**src/rtl/eth_rx_lb_pkg.sv**
```systemverilog
// Shared definitions for the RX-tile load balancer: FSM state encoding,
// destination-selection mode encodings and default header field offsets.
package eth_rx_lb_pkg;

  typedef enum logic {
    IDLE = 1'b0,
    BODY = 1'b1
  } lb_state_e;

  // Destination-selection modes
  localparam int HASH_RR   = 0;
  localparam int HASH_FLOW = 1;

  // Default header flit field positions
  localparam int DEF_DST_X_LSB = 0;
  localparam int DEF_DST_Y_LSB = 8;
  localparam int DEF_LEN_LSB   = 16;
  localparam int DEF_FLOW_LSB  = 64;
  localparam int DEF_FLOW_W    = 32;

endpackage

```
**src/rtl/eth_rx_lb_pick.sv**
```systemverilog
// Next-enabled-index search: returns the first index at or after start whose
// enable bit is set, wrapping modulo NUM_DST. found=0 when the mask is empty.
module eth_rx_lb_pick
  import eth_rx_lb_pkg::*;
#(
  parameter int NUM_DST   = 4,
  parameter int DST_IDX_W = (NUM_DST > 1) ? $clog2(NUM_DST) : 1
) (
  input  logic [DST_IDX_W-1:0] start,
  input  logic [NUM_DST-1:0]   en,
  output logic [DST_IDX_W-1:0] idx,
  output logic                 found
);

  logic [DST_IDX_W-1:0] cand;

  // Scan from the farthest offset down so the nearest enabled index wins
  always_comb begin
    found = 1'b0;
    idx   = '0;
    cand  = '0;
    for (int k = NUM_DST - 1; k >= 0; k--) begin
      cand = DST_IDX_W'((int'(start) + k) % NUM_DST);
      if (en[cand]) begin
        found = 1'b1;
        idx   = cand;
      end
    end
  end

endmodule

```
**src/rtl/eth_rx_lb_steer.sv**
```systemverilog
// RX-tile load balancer: steers whole NoC messages (header + body flits) to
// one of NUM_DST destinations, rewriting dst X/Y in the header flit.
// Selection is round-robin over cfg_dst_en or a flow-hash XOR fold.
// Optional per-destination frame counters: define ETH_RX_LB_STATS_EN.
//
// Handshake: a flit moves on any edge where valid & ready are both high.
// Valid never depends on ready; once lb_dst_val is high, lb_dst_val and
// lb_dst_data hold until dst_lb_rdy is seen high.
module eth_rx_lb_steer
  import eth_rx_lb_pkg::*;
#(
  parameter int NOC_DATA_W = 512,
  parameter int NUM_DST    = 4,
  parameter int DST_IDX_W  = (NUM_DST > 1) ? $clog2(NUM_DST) : 1,
  parameter int XY_W       = 8,
  parameter int LEN_W      = 8,
  parameter int DST_X_LSB  = DEF_DST_X_LSB,
  parameter int DST_Y_LSB  = DEF_DST_Y_LSB,
  parameter int LEN_LSB    = DEF_LEN_LSB,
  parameter int FLOW_LSB   = DEF_FLOW_LSB,
  parameter int FLOW_W     = DEF_FLOW_W,
  parameter int HASH_MODE  = HASH_RR
) (
  input  logic                    clk,
  input  logic                    rst_n,
  input  logic                    src_lb_val,
  input  logic [NOC_DATA_W-1:0]   src_lb_data,
  output logic                    lb_src_rdy,
  output logic                    lb_dst_val,
  output logic [NOC_DATA_W-1:0]   lb_dst_data,
  input  logic                    dst_lb_rdy,
  input  logic [NUM_DST*XY_W-1:0] cfg_dst_x,
  input  logic [NUM_DST*XY_W-1:0] cfg_dst_y,
  input  logic [NUM_DST-1:0]      cfg_dst_en
`ifdef ETH_RX_LB_STATS_EN
  ,
  output logic [NUM_DST*32-1:0]   lb_frame_cnt
`endif
);

  lb_state_e             state_q, state_d;
  logic [LEN_W-1:0]      cnt_q, cnt_d;
  logic [DST_IDX_W-1:0]  rr_ptr_q, rr_next;
  logic [DST_IDX_W-1:0]  start_idx, pick_idx;
  logic                  pick_found;
  logic                  out_free, accept, hdr_accept;
  logic [LEN_W-1:0]      hdr_len;
  logic [NOC_DATA_W-1:0] hdr_data;

  // XOR-fold the flow field down to a destination index
  function automatic logic [DST_IDX_W-1:0] flow_fold(input logic [FLOW_W-1:0] flow);
    logic [DST_IDX_W-1:0] acc;
    acc = '0;
    for (int i = 0; i < FLOW_W; i += DST_IDX_W) acc ^= DST_IDX_W'(flow >> i);
    return acc;
  endfunction

  assign hdr_len   = src_lb_data[LEN_LSB +: LEN_W];
  assign start_idx = (HASH_MODE == HASH_FLOW) ? flow_fold(src_lb_data[FLOW_LSB +: FLOW_W])
                                              : rr_ptr_q;
  assign rr_next   = DST_IDX_W'((int'(pick_idx) + 1) % NUM_DST);

  eth_rx_lb_pick #(
    .NUM_DST  (NUM_DST),
    .DST_IDX_W(DST_IDX_W)
  ) u_pick (
    .start(start_idx),
    .en   (cfg_dst_en),
    .idx  (pick_idx),
    .found(pick_found)
  );

  // Accept only when the output register is empty or draining this cycle;
  // a header additionally needs at least one enabled destination.
  assign out_free   = !lb_dst_val || dst_lb_rdy;
  assign lb_src_rdy = out_free && ((state_q == BODY) || pick_found);
  assign accept     = src_lb_val && lb_src_rdy;
  assign hdr_accept = accept && (state_q == IDLE);

  // Header rewrite: only dst X/Y change, every other bit passes through
  always_comb begin
    hdr_data = src_lb_data;
    hdr_data[DST_X_LSB +: XY_W] = cfg_dst_x[int'(pick_idx)*XY_W +: XY_W];
    hdr_data[DST_Y_LSB +: XY_W] = cfg_dst_y[int'(pick_idx)*XY_W +: XY_W];
  end

  // FSM next state: header-only messages stay in IDLE, others count body flits
  always_comb begin
    state_d = state_q;
    cnt_d   = cnt_q;
    case (state_q)
      IDLE: begin
        if (accept && (hdr_len != '0)) begin
          state_d = BODY;
          cnt_d   = hdr_len;
        end
      end
      BODY: begin
        if (accept) begin
          cnt_d = cnt_q - LEN_W'(1);
          if (cnt_q == LEN_W'(1)) state_d = IDLE;
        end
      end
      default: state_d = IDLE;
    endcase
  end

  // FSM state, body counter and round-robin pointer
  always_ff @(posedge clk or negedge rst_n) begin
    if (!rst_n) begin
      state_q  <= IDLE;
      cnt_q    <= '0;
      rr_ptr_q <= '0;
    end else begin
      state_q <= state_d;
      cnt_q   <= cnt_d;
      if (hdr_accept && (HASH_MODE == HASH_RR)) rr_ptr_q <= rr_next;
    end
  end

  // Single output register; reloads when draining and accepting together
  always_ff @(posedge clk or negedge rst_n) begin
    if (!rst_n) begin
      lb_dst_val  <= 1'b0;
      lb_dst_data <= '0;
    end else if (accept) begin
      lb_dst_val  <= 1'b1;
      lb_dst_data <= (state_q == IDLE) ? hdr_data : src_lb_data;
    end else if (dst_lb_rdy) begin
      lb_dst_val  <= 1'b0;
    end
  end

`ifdef ETH_RX_LB_STATS_EN
  logic [DST_IDX_W-1:0] cur_idx_q, out_idx_q;
  logic                 out_last_q;

  // Track destination and last-flit flag alongside the output register
  always_ff @(posedge clk or negedge rst_n) begin
    if (!rst_n) begin
      cur_idx_q  <= '0;
      out_idx_q  <= '0;
      out_last_q <= 1'b0;
    end else if (accept) begin
      if (state_q == IDLE) begin
        cur_idx_q  <= pick_idx;
        out_idx_q  <= pick_idx;
        out_last_q <= (hdr_len == '0);
      end else begin
        out_idx_q  <= cur_idx_q;
        out_last_q <= (cnt_q == LEN_W'(1));
      end
    end
  end

  // Count a frame when its last flit leaves the output register
  always_ff @(posedge clk or negedge rst_n) begin
    if (!rst_n) begin
      lb_frame_cnt <= '0;
    end else if (lb_dst_val && dst_lb_rdy && out_last_q) begin
      for (int i = 0; i < NUM_DST; i++) begin
        if (out_idx_q == DST_IDX_W'(i))
          lb_frame_cnt[i*32 +: 32] <= lb_frame_cnt[i*32 +: 32] + 32'd1;
      end
    end
  end
`endif

endmodule

```
**config.mk**
```make
export PLATFORM = sky130hd
export DESIGN_NAME = eth_rx_lb_steer
export DESIGN_NICKNAME = d
export VERILOG_FILES = /design/src/rtl/eth_rx_lb_pkg.sv /design/src/rtl/eth_rx_lb_pick.sv /design/src/rtl/eth_rx_lb_steer.sv
export SDC_FILE = /design/constraint.sdc
export NUM_CORES = 1
export LEC_CHECK = 0
export BUFFER_PORTS_ARGS = -buffer_cell sky130_fd_sc_hd__buf_2
export CORE_AREA = 2 2 425 427
export CTS_CLUSTER_SIZE = 14
export DETAILED_ROUTE_END_ITERATION = 16
export DIE_AREA = 0 0 427 429
export HOLD_SLACK_MARGIN = 0.15
export PLACE_DENSITY = 0.3
export RECOVER_POWER = 100
export SETUP_SLACK_MARGIN = 0.05
export SYNTH_ARGS = -nofsm -noshare
export SYNTH_HDL_FRONTEND = slang
export SYNTH_SLANG_ARGS = --single-unit
```
**constraint.sdc**
```tcl
create_clock -name clk -period 2.25 [get_ports clk]
set_input_delay 0.225 -clock clk [delete_from_list [all_inputs] [get_ports clk]]
set_output_delay 0.225 -clock clk [all_outputs]
set_load 0.1 [all_outputs]
```
==> impl_metrics.tcl <==
set metrics [dict create \
    design_area_um2 37900 \
    layout-drive-gt1-share_pct 32.3 \
    wl_um 122000 \
    worstMarginPinSlew_ns 1.68 \
    cpPeakStageDelay_ns 0.52 \
    avgRoutedWirePerCell_um 19.0 \
    antenna_found_initial 20 \
    synth_area_um2 20500 \
    clock_path_buffers 3 \
    worstPathBufferInverterCount 4 \
    start_util_pct 11.5 \
    yosys.area_share.xor_xnor_pct 0.0427 \
    cts_sinks 524 \
    ant_nets 0 \
    ioPinCount 1098 \
    hold_viol 0 \
    root_buffer "clkbuf_16" \
    violations "capacitance limit, slew limit" \
    fill_cells 20016 \
    synth_cell_types 34 \
    syn_inst 2292 \
    die_h_um 429 \
    status "complete, but fails checks" \
    dp_hpwl_um 92600 \
    grt_max_degree 81 \
    synth_simple_gate_area_share_pct 28.4 \
    final_cells 6457 \
    maxClockFrequency_ghz 0.451 \
    coreArea_um2 178000 \
    cts_buffers 73 \
    dr.pass1.iters 5 \
    nets 4612 \
    critical_path.endpoint_type "flop" \
    die_w_um 427 \
    crit_path_cell_trace "or4_4 -> buf_4 -> o211a_4 -> buf_8 -> buf_8 -> nand2_1 -> clkbuf_4 -> nand2_1" \
    worstSkewPairLatency_ns 0.68 \
    clkTransAtPathRegs_ns 0.06 \
    seq_area_frac_synth_pct 64.0 \
    final_common_cell "nand2_1" \
    synth_top_family_by_area "simple AND/OR/NAND/NOR gates" \
    synth-seq-cells 524 \
    cpLargestDelayFamily "buffers and inverters" \
    grt_pass1_vias 22907 \
    power.static_leakage_nw 20.0 \
    p_per_area_nw_per_um2 1090 \
    dpl_cell_area_um2 29400 \
    slew_viol_final 89 \
    synthAdderAreaFrac_pct 0.122 \
    portBuffers 1097 \
    syn_area_per_cell_um2 8.94 \
    fin_crit_sh_pct 98.6 \
    synth_mux_area_share_pct 2.44 \
    vias 21861 \
    cp_slowest_cell "or4_4" \
    rsz0062_at_grt "true" \
    synth_compound_area_share_pct 2.14 \
    worst-setup-path-type "reg -> reg" \
    hp-class "in -> reg" \
    syn_nets 2878 \
    relSlewSlack_pct -11.8 \
    drt_iter0_markers 980 \
    htree_levels 3 \
    grt_use_total_pct 12.7 \
    final_cell_mix "nand2_1, buf_2, dlygate4sd3_1" \
    irDropWorstVdd_mv 0.518 \
    holdWs_ns 0.246 \
    start_kind "flop" \
    drc 0 \
    arrival_ns 2.78 \
    fin_crit_ns 2.22 \
    rows 155 \
    gp_congestion 0.853 \
    grt_pass1_wl_um 168000 \
    die_area_um2 183000 \
    final.setup.tns_ns 0 \
    grt_overflow 0 \
    placed_cells 5707 \
    finalSetupViolCount 0 \
    drt-vias-per-instance 3.39 \
    worstPathMaxFanout 30 \
    yosys_warnings 0 \
    crit_required_ns 2.81 \
    max-cap-violations 2 \
    clock-skew-final_ns 0.0156 \
    cts_tree "done" \
    area_growth_syn_to_layout_pct 85.0 \
]
==> Yosys cell counts, drive strengths merged <==
cell type	n	area, um2
nor3	2	10.0
dfrtp	524	13100
o21a	2	15.0
ha	2	25.0
nand2	1494	5610
and3	16	100
inv	6	22.5
or4	5	41.3
clkbuf	61	229
o221ai	1	8.76
o21ai	6	30.0
a22oi	2	15.0
xor2	1	8.76
nand2b	2	12.5
mux2i	50	500
buf	65	340
a21oi	7	35.0
o211ai	1	12.5
nor2	9	33.8
or3	1	6.26
a221o	17	170
o22ai	1	12.5
o31ai	5	37.5
a21o	2	15.0
o211a	1	10.0
a222oi	3	30.0
a221oi	2	23.8
a31oi	1	6.26
nand3b	1	7.51
o41ai	2	17.5
==> layout make-up <==
class | instances | area (um2) | area share [%]
Inverter | 6 | 22.5 | 0.0594
Clock buffer | 106 | 2160 | 5.70
Sequential cell | 524 | 13100 | 34.6
Timing Repair Buffer | 1785 | 12400 | 32.8
Clock inverter | 24 | 327 | 0.861
Antenna cell | 21 | 52.6 | 0.139
Multi-Input combinational cell | 1636 | 6880 | 18.1
Tap cell | 2355 | 2950 | 7.77
==> worst reg2reg max path, delay by kind of cell (launching register included) <==
family,cells,cell delay (ns)
AND/OR/NAND/NOR,3,0.68
AO/OA/AOI/OAI,1,0.29
buffers and inverters,4,0.77
flip-flops,1,0.38
==> power breakdown <==
part / total [mW] / switching (mW) / internal (mW)
registers: 11.8 / 0.905 / 10.9
clock network: 12.3 / 4.88 / 7.39
logic: 17.4 / 14.2 / 3.19
total: 41.5 / 20.0 / 21.5
==> metrics by stage <==
step	worst slack (ns)	utilization (%)	power [mW]
4_1_cts	-0.0382	21.2	42.2
6_report	0.0320	21.3	41.5
5_1_grt	-0.0307	21.3	43.4
3_5_place_dp	0.119	16.5	28.6
2_1_floorplan	0.115	-	24.3
3_3_place_gp	0.110	16.5	28.6
==> sequential cells by signal (all words and copies together), names as in the netlist <==
signal	flops
state_q	1
lb_dst_val	1
rr_ptr_q	2
cnt_q	8
lb_dst_data	512
==> repair_timing <==
action | CTS | global route
endpoints found under the hold margin | 1008 | 0
pin swaps | 5 | 4
endpoints found under the setup margin | 1 | 160
buffers inserted | 1 | 5
hold buffers | 580 | 0
cloned | 0 | 13
resized for setup | 9 | 40
==> routing by layer <==
| metal | GRT usage [%] | vias up | wire length, um |
|---|---|---|---|
| li1 | - | 10571 | - |
| met1 | 15.2 | 10434 | 51100 |
| met2 | 21.6 | 676 | 60800 |
| met3 | 3.35 | 174 | 6560 |
| met4 | 4.32 | 6 | 3960 |
| met5 | 0 | - | 39 |
==> cell families (layout without fill, tap and decap cells) <==
group / count (synthesis) / after routing
compound gates: 53 / 53
buf+inv: 132 / 1921
simple gates: 1530 / 1530
fa+ha+maj: 2 / 2
flops: 524 / 524
other cells: 0 / 21
mux: 50 / 50
xor+xnor: 1 / 1
==> final timing paths <==
| kind | startpoint | depth (start not counted) | end | slack [ns] |
|---|---|---|---|---|
| setup reg to reg | state_q | 8 | lb_dst_data[379] | 0.03 |
| setup / recovery | state_q | 8 | lb_dst_data[379] | 0.03 |
| min in group asynchronous | rst_n | 3 | lb_dst_data[125] | 0.35 |
| hold reg to reg | lb_dst_data[412] | 2 | lb_dst_data[412] | 0.47 |
| max in group asynchronous | rst_n | 3 | lb_dst_data[207] | 0.27 |
| hold / removal | cfg_dst_x[14] | 4 | lb_dst_data[6] | 0.25 |
Power figures use the tool's default switching activity.
